$ cat src/rtl/store_buffer.sv
// Posted-write buffer in front of DataMemory port 1: in-order store FIFO, one-entry
// output register driving the write port, and a combinational load-vs-store hazard check.
`ifndef BIT_WIDTH
`define BIT_WIDTH 64
`endif
`ifndef MEMORY_BITS
`define MEMORY_BITS 10
`endif
`ifndef MEMORY_SIZE
`define MEMORY_SIZE 1024
`endif
`ifndef STORE_BYTE
`define STORE_BYTE 4'h1
`endif
`ifndef STORE_HALFWORD
`define STORE_HALFWORD 4'h2
`endif
`ifndef STORE_WORD
`define STORE_WORD 4'h3
`endif
`ifndef STORE_DOUBLEWORD
`define STORE_DOUBLEWORD 4'h4
`endif
`ifndef LOAD_BYTE
`define LOAD_BYTE 4'h1
`endif
`ifndef LOAD_HALFWORD
`define LOAD_HALFWORD 4'h2
`endif
`ifndef LOAD_WORD
`define LOAD_WORD 4'h3
`endif
`ifndef LOAD_DOUBLEWORD
`define LOAD_DOUBLEWORD 4'h4
`endif
`ifndef LOAD_BYTE_UNSIGNED
`define LOAD_BYTE_UNSIGNED 4'h5
`endif
`ifndef LOAD_HALFWORD_UNSIGNED
`define LOAD_HALFWORD_UNSIGNED 4'h6
`endif

module store_buffer #(
  parameter int DEPTH = 4
) (
  input  logic                    clock_i,
  input  logic                    rst_i,
  input  logic                    st_valid_i,
  output logic                    st_ready_o,
  input  logic [`BIT_WIDTH-1:0]   st_addr_i,
  input  logic [`BIT_WIDTH-1:0]   st_data_i,
  input  logic [3:0]              st_type_i,
  input  logic                    ld_valid_i,
  input  logic [`BIT_WIDTH-1:0]   ld_addr_i,
  input  logic [3:0]              ld_type_i,
  output logic                    ld_hazard_o,
  input  logic                    mem_port_busy_i,
  output logic                    mem_wr_en_o,
  output logic [`BIT_WIDTH-1:0]   mem_addr_o,
  output logic [`BIT_WIDTH-1:0]   mem_data_o,
  output logic [3:0]              mem_storetype_o,
  output logic [$clog2(DEPTH):0]  count_o,
  output logic                    empty_o,
  output logic                    full_o
);
  localparam int PW = $clog2(DEPTH);
  localparam int CW = PW + 1;
  localparam int MB = `MEMORY_BITS;

  function automatic logic [3:0] st_size(input logic [3:0] t);
    case (t)
      `STORE_BYTE:       st_size = 4'd1;
      `STORE_HALFWORD:   st_size = 4'd2;
      `STORE_WORD:       st_size = 4'd4;
      `STORE_DOUBLEWORD: st_size = 4'd8;
      default:           st_size = 4'd0;
    endcase
  endfunction

  function automatic logic [3:0] ld_size(input logic [3:0] t);
    case (t)
      `LOAD_BYTE, `LOAD_BYTE_UNSIGNED:         ld_size = 4'd1;
      `LOAD_HALFWORD, `LOAD_HALFWORD_UNSIGNED: ld_size = 4'd2;
      `LOAD_WORD:                              ld_size = 4'd4;
      `LOAD_DOUBLEWORD:                        ld_size = 4'd8;
      default:                                 ld_size = 4'd0;
    endcase
  endfunction

  // One extra address bit keeps a+size from wrapping at the top of memory.
  function automatic logic overlaps(input logic [`BIT_WIDTH-1:0] sa, input logic [3:0] ss,
                                    input logic [`BIT_WIDTH-1:0] la, input logic [3:0] ls);
    logic [MB:0] a;
    logic [MB:0] b;
    a = {1'b0, sa[MB-1:0]};
    b = {1'b0, la[MB-1:0]};
    overlaps = (ls != 4'd0) && (ss != 4'd0) &&
               (a < b + {{(MB-3){1'b0}}, ls}) && (b < a + {{(MB-3){1'b0}}, ss});
  endfunction

  logic [`BIT_WIDTH-1:0] addr_mem_q [DEPTH];
  logic [`BIT_WIDTH-1:0] data_mem_q [DEPTH];
  logic [3:0]            type_mem_q [DEPTH];

  logic [PW-1:0]         head_q, head_d, tail_q, tail_d;
  logic [CW-1:0]         count_q, count_d;
  logic                  wr_en_q, wr_en_d;
  logic [`BIT_WIDTH-1:0] out_addr_q, out_addr_d, out_data_q, out_data_d;
  logic [3:0]            out_type_q, out_type_d;
  logic                  full_s, push_s, pop_s, hit_s;
  logic [PW-1:0]         offset_s;

  assign full_s          = (count_q == CW'(DEPTH));
  assign st_ready_o      = !full_s;
  assign full_o          = full_s;
  assign count_o         = count_q;
  assign empty_o         = (count_q == {CW{1'b0}}) && !wr_en_q;
  assign mem_wr_en_o     = wr_en_q;
  assign mem_addr_o      = out_addr_q;
  assign mem_data_o      = out_data_q;
  assign mem_storetype_o = out_type_q;

  always_comb begin
    push_s     = st_valid_i && !full_s && (st_size(st_type_i) != 4'd0);
    pop_s      = (count_q != {CW{1'b0}}) && !mem_port_busy_i;
    head_d     = head_q;
    tail_d     = tail_q;
    out_addr_d = out_addr_q;
    out_data_d = out_data_q;
    out_type_d = out_type_q;
    wr_en_d    = pop_s;
    count_d    = count_q + CW'(push_s) - CW'(pop_s);
    if (push_s) begin
      tail_d = tail_q + PW'(1);
    end else begin
      tail_d = tail_q;
    end
    if (pop_s) begin
      head_d     = head_q + PW'(1);
      out_addr_d = addr_mem_q[head_q];
      out_data_d = data_mem_q[head_q];
      out_type_d = type_mem_q[head_q];
    end else begin
      head_d = head_q;
    end
  end

  // Entries between head and head+count are live; the output register counts while it is writing.
  always_comb begin
    hit_s    = wr_en_q && overlaps(out_addr_q, st_size(out_type_q), ld_addr_i, ld_size(ld_type_i));
    offset_s = {PW{1'b0}};
    for (int i = 0; i < DEPTH; i++) begin
      offset_s = PW'(i) - head_q;
      if (({1'b0, offset_s} < count_q) &&
          overlaps(addr_mem_q[i], st_size(type_mem_q[i]), ld_addr_i, ld_size(ld_type_i))) begin
        hit_s = 1'b1;
      end else begin
        hit_s = hit_s;
      end
    end
    ld_hazard_o = ld_valid_i && hit_s;
  end

  always_ff @(posedge clock_i or posedge rst_i) begin
    if (rst_i) begin
      head_q     <= {PW{1'b0}};
      tail_q     <= {PW{1'b0}};
      count_q    <= {CW{1'b0}};
      wr_en_q    <= 1'b0;
      out_addr_q <= {`BIT_WIDTH{1'b0}};
      out_data_q <= {`BIT_WIDTH{1'b0}};
      out_type_q <= 4'd0;
    end else begin
      head_q     <= head_d;
      tail_q     <= tail_d;
      count_q    <= count_d;
      wr_en_q    <= wr_en_d;
      out_addr_q <= out_addr_d;
      out_data_q <= out_data_d;
      out_type_q <= out_type_d;
    end
  end

  // Storage needs no reset: liveness comes only from head/count.
  always_ff @(posedge clock_i) begin
    if (push_s) begin
      addr_mem_q[tail_q] <= st_addr_i;
      data_mem_q[tail_q] <= st_data_i;
      type_mem_q[tail_q] <= st_type_i;
    end
  end

endmodule

$ cat config.mk
export PLATFORM = sky130hd
export DESIGN_NAME = store_buffer
export DESIGN_NICKNAME = d
export VERILOG_FILES = /design/src/rtl/store_buffer.sv
export SDC_FILE = /design/constraint.sdc
export NUM_CORES = 1
export LEC_CHECK = 0
export BUFFER_PORTS_ARGS = -buffer_cell sky130_fd_sc_hd__clkbuf_2
export CAP_MARGIN = 15
export CORE_MARGIN = 2
export CORE_UTILIZATION = 55
export DETAILED_ROUTE_END_ITERATION = 7
export PLACE_DENSITY = 0.78
export SLEW_MARGIN = 5
export SYNTH_ARGS = -nofsm -noshare
export SYNTH_HDL_FRONTEND = slang
export SYNTH_SLANG_ARGS = --single-unit
export TNS_END_PERCENT = 20
$ cat constraint.sdc
create_clock -name clock_i -period 6.3 [get_ports clock_i]
set_input_delay 0.63 -clock clock_i [delete_from_list [all_inputs] [get_ports clock_i]]
set_output_delay 0.63 -clock clock_i [all_outputs]
set_load 0.02 [all_outputs]
==> flow_summary.json <==
{
  "fin_area_um2": 32500,
  "drv_cap": 0,
  "routed_wirelength_um": 59900,
  "ff2ff_path_depth": 6,
  "gp_congestion": 0.897,
  "vias": 14800,
  "critical_path.startpoint": "type_mem_q[1][2]$_DFFE_PP_",
  "cts.hold.buffers_added": 0,
  "hold_violations": 0,
  "path_delay_family": "compound AO/OA/AOI/OAI gates",
  "setup.worst_path.end_class": "output pin",
  "syn_area_um2": 28000,
  "power_mw": 13.8,
  "synth_top_area_frac": 0.566,
  "drt_pass1_iterations": 5,
  "slew_viol_final": 0,
  "synth_area_per_cell_um2": 18.7,
  "drtIter0Drc": 969,
  "grt_antenna_before_repair": 7,
  "post-dp-hpwl_um": 36900,
  "coreArea_um2": 50200,
  "finalSetupViolCount": 0,
  "clock_latency_ps": 600,
  "fmax_mhz": 185,
  "die_area_um2": 52700,
  "rrSetupSlack_ps": 2640,
  "grt_pass1_vias": 15700,
  "crit_path_max_fanout": 6,
  "finalCriticalPeriod_ps": 5410,
  "num_rows": 82,
  "wl_per_cell_um": 23.5,
  "synth_edf_count": 528,
  "cpPeakStageDelay_ps": 640,
  "synth_seq_area_share": 0.691,
  "grt_pass1_wl_um": 92000,
  "synth_nets": 1809,
  "cts-root-buf": "clkbuf_16",
  "slew_headroom": 0.220,
  "p_per_area_nw_per_um2": 426,
  "tightest_slew_ps": 1170,
  "outcome": "complete, no violations",
  "die_x_um": 230,
  "grtUsageTotal": 0.232,
  "pin_count": 345,
  "rsz0062_at_grt": "no",
  "worst_setup_path_start_kind": "register",
  "cts_setup_buffers": 0,
  "period_share": 0.858,
  "async_reset_ff_frac": 0.210,
  "synthTopCellsByArea": "edfxtp_1 (57%), dfrtp_1 (13%), mux4_2 (11%), mux2_2 (5.3%), ha_1 (4.6%)",
  "grt_max_degree": 138,
  "placement.cell_area_um2": 30300,
  "drc": 0,
  "whs_ps": 58.2,
  "crit_type": "reg -> out",
  "cp_slowest_cell": "nor4b_1",
  "tns_ps": 0,
  "yosysUniqueCellTypes": 69,
  "cpMostUsedCell": "o21ai_0",
  "drive_gt1_frac": 0.365,
  "path_buf_inv": 1,
  "synth_warnings": 0,
  "post_cts_resized": 0,
  "min_path_type": "in -> async",
  "start_util": 0.558,
  "clkSinkCount": 668,
  "required_ps": 5670,
  "grt_overflow": 0,
  "vias_per_cell": 5.83,
  "netlist_instances": 1494,
  "ys.flop_type": "edfxtp_1",
  "ys_ff_latch": 668,
  "clock_path_buffers": 3,
  "htreeDepth": 3,
  "skew_ps": 21.9,
  "worst_r2r_startpoint": "count_o[1]$_DFF_PP0_",
  "p_leak_nw": 12.0,
  "cts_made_buffers": 66,
  "numPortBuffers": 290,
  "crit_chain": "nor4b_1 > ha_1 > a21o_1 > a21oi_1 > nor2b_1 > o21ai_0 > xor2_1 > ha_1 > a2111oi_0 > o21ai_0 > a31oi_1 > o21ai_0 > o2bb2ai_1 > nand4b_1 > clkbuf_2",
  "clk_pin_slew_ps": 60,
  "syn2layout_area_growth_pct": 16.0,
  "synth_top_area_cell": "edfxtp_1",
  "cts_tree": "done",
  "final_nets": 2131,
  "chipHeight_um": 230,
  "crit_arrival_ps": 4780,
  "rr_endpoint": "addr_mem_q[2][9]$_DFFE_PP_",
  "ir_worst_vdd_mv": 0.318,
  "fin_util": 0.647,
  "detail-route-antenna-nets": 0
}
cells in the mapped netlist (all sizes together), types with 13 or more instances:
library cell / instances
a21o: 22
a21oi: 30
buf: 13
clkbuf: 36
dfrtp: 140
edfxtp: 528
ha: 103
inv: 21
mux2: 131
mux4: 132
nand2: 43
nand2b: 13
nor2: 43
nor4b: 14
o21ai: 34
xnor2: 26
xor2: 38
metrics by stage:
stage,cells,setup slack (ps)
finish,2547,895
CTS,2542,851
global route,2545,612
global placement,2420,1330
floorplan,1494,948
detailed placement,2420,1160
worst reg2reg max path, cell delays in order, from the launching register on:
cell and delay, ps:
dfrtp_1 570, nor2_1 90, nand2_1 200, inv_1 120, nor4b_2 630, and2_4 940
buf_4 710
final cells by class:
| type | instances | area (µm²) |
|---|---|---|
| diodes | 5 | 12.5 |
| clock buffers | 96 | 1890 |
| clock inverters | 26 | 295 |
| fillers | 3370 | 17700 |
| inverters | 21 | 83.8 |
| multi-input cells | 756 | 8390 |
| flip-flops and latches | 668 | 19400 |
| well taps | 672 | 841 |
| repair buffers | 303 | 1600 |
how the worst max path moves through the flow:
| stage | slack, ps | cells past startpoint | end |
|---|---|---|---|
| global route | 610 | 16 | ld_hazard_o |
| global placement | 1330 | 16 | ld_hazard_o |
| floorplan | 950 | 5 | addr_mem_q[0][0]$_DFFE_PP_ |
| detailed placement | 1160 | 16 | ld_hazard_o |
| CTS | 850 | 15 | ld_hazard_o |
| finish | 890 | 15 | ld_hazard_o |
cells by family (layout without fill, tap and decap cells):
group	count (synthesis)	in the layout	synth area share
flip-flops	668	668	0.691
adder cells (fa/ha/maj)	117	117	0.0537
XOR/XNOR	64	64	0.0206
buffers and inverters	70	446	0.00970
multiplexers	263	263	0.159
AO/OA/AOI/OAI	127	127	0.0302
other	0	5	0
AND/OR/NAND/NOR	185	185	0.0355
state kept, by name (all words and copies together), names as in the netlist:
| signal | cells |
|---|---|
| head_q | 2 |
| mem_wr_en_o | 1 |
| mem_addr_o | 64 |
| count_o | 3 |
| data_mem_q | 256 |
| type_mem_q | 16 |
| tail_q | 2 |
| mem_storetype_o | 4 |
| addr_mem_q | 256 |
| mem_data_o | 64 |
per-layer routing:
layer | vias up | global-route usage | wire, µm
met1 | 7644 | 0.297 | 23700
met2 | 455 | 0.393 | 30600
met5 | - | 0 | 42
met3 | 99 | 0.0548 | 4060
met4 | 6 | 0.0783 | 1570
li1 | 6636 | - | -
report_power, final:
group	total, mW	leakage [nW]	switching (mW)	internal (mW)
registers	5.96	6.40	0.510	5.45
logic	3.96	4.55	2.12	1.84
clock network	3.91	1.06	1.61	2.31
total	13.8	12.0	4.23	9.60
cells in the final DEF, fill, tap and decap left out, types with 12 or more instances in the layout:
| cell | n |
|---|---|
| ha_1 | 103 |
| dfrtp_1 | 138 |
| clkbuf_2 | 290 |
| xor2_1 | 38 |
| xnor2_1 | 24 |
| nor4b_1 | 13 |
| nand2_1 | 43 |
| mux2_2 | 131 |
| a21oi_1 | 30 |
| mux4_2 | 132 |
| o21ai_0 | 31 |
| a21o_1 | 22 |
| nor2_1 | 41 |
| inv_1 | 20 |
| nand2b_1 | 13 |
| clkbuf_16 | 69 |
| nor2b_1 | 12 |
| edfxtp_1 | 528 |
| clkbuf_1 | 21 |
(Power assumes the default switching activity.)
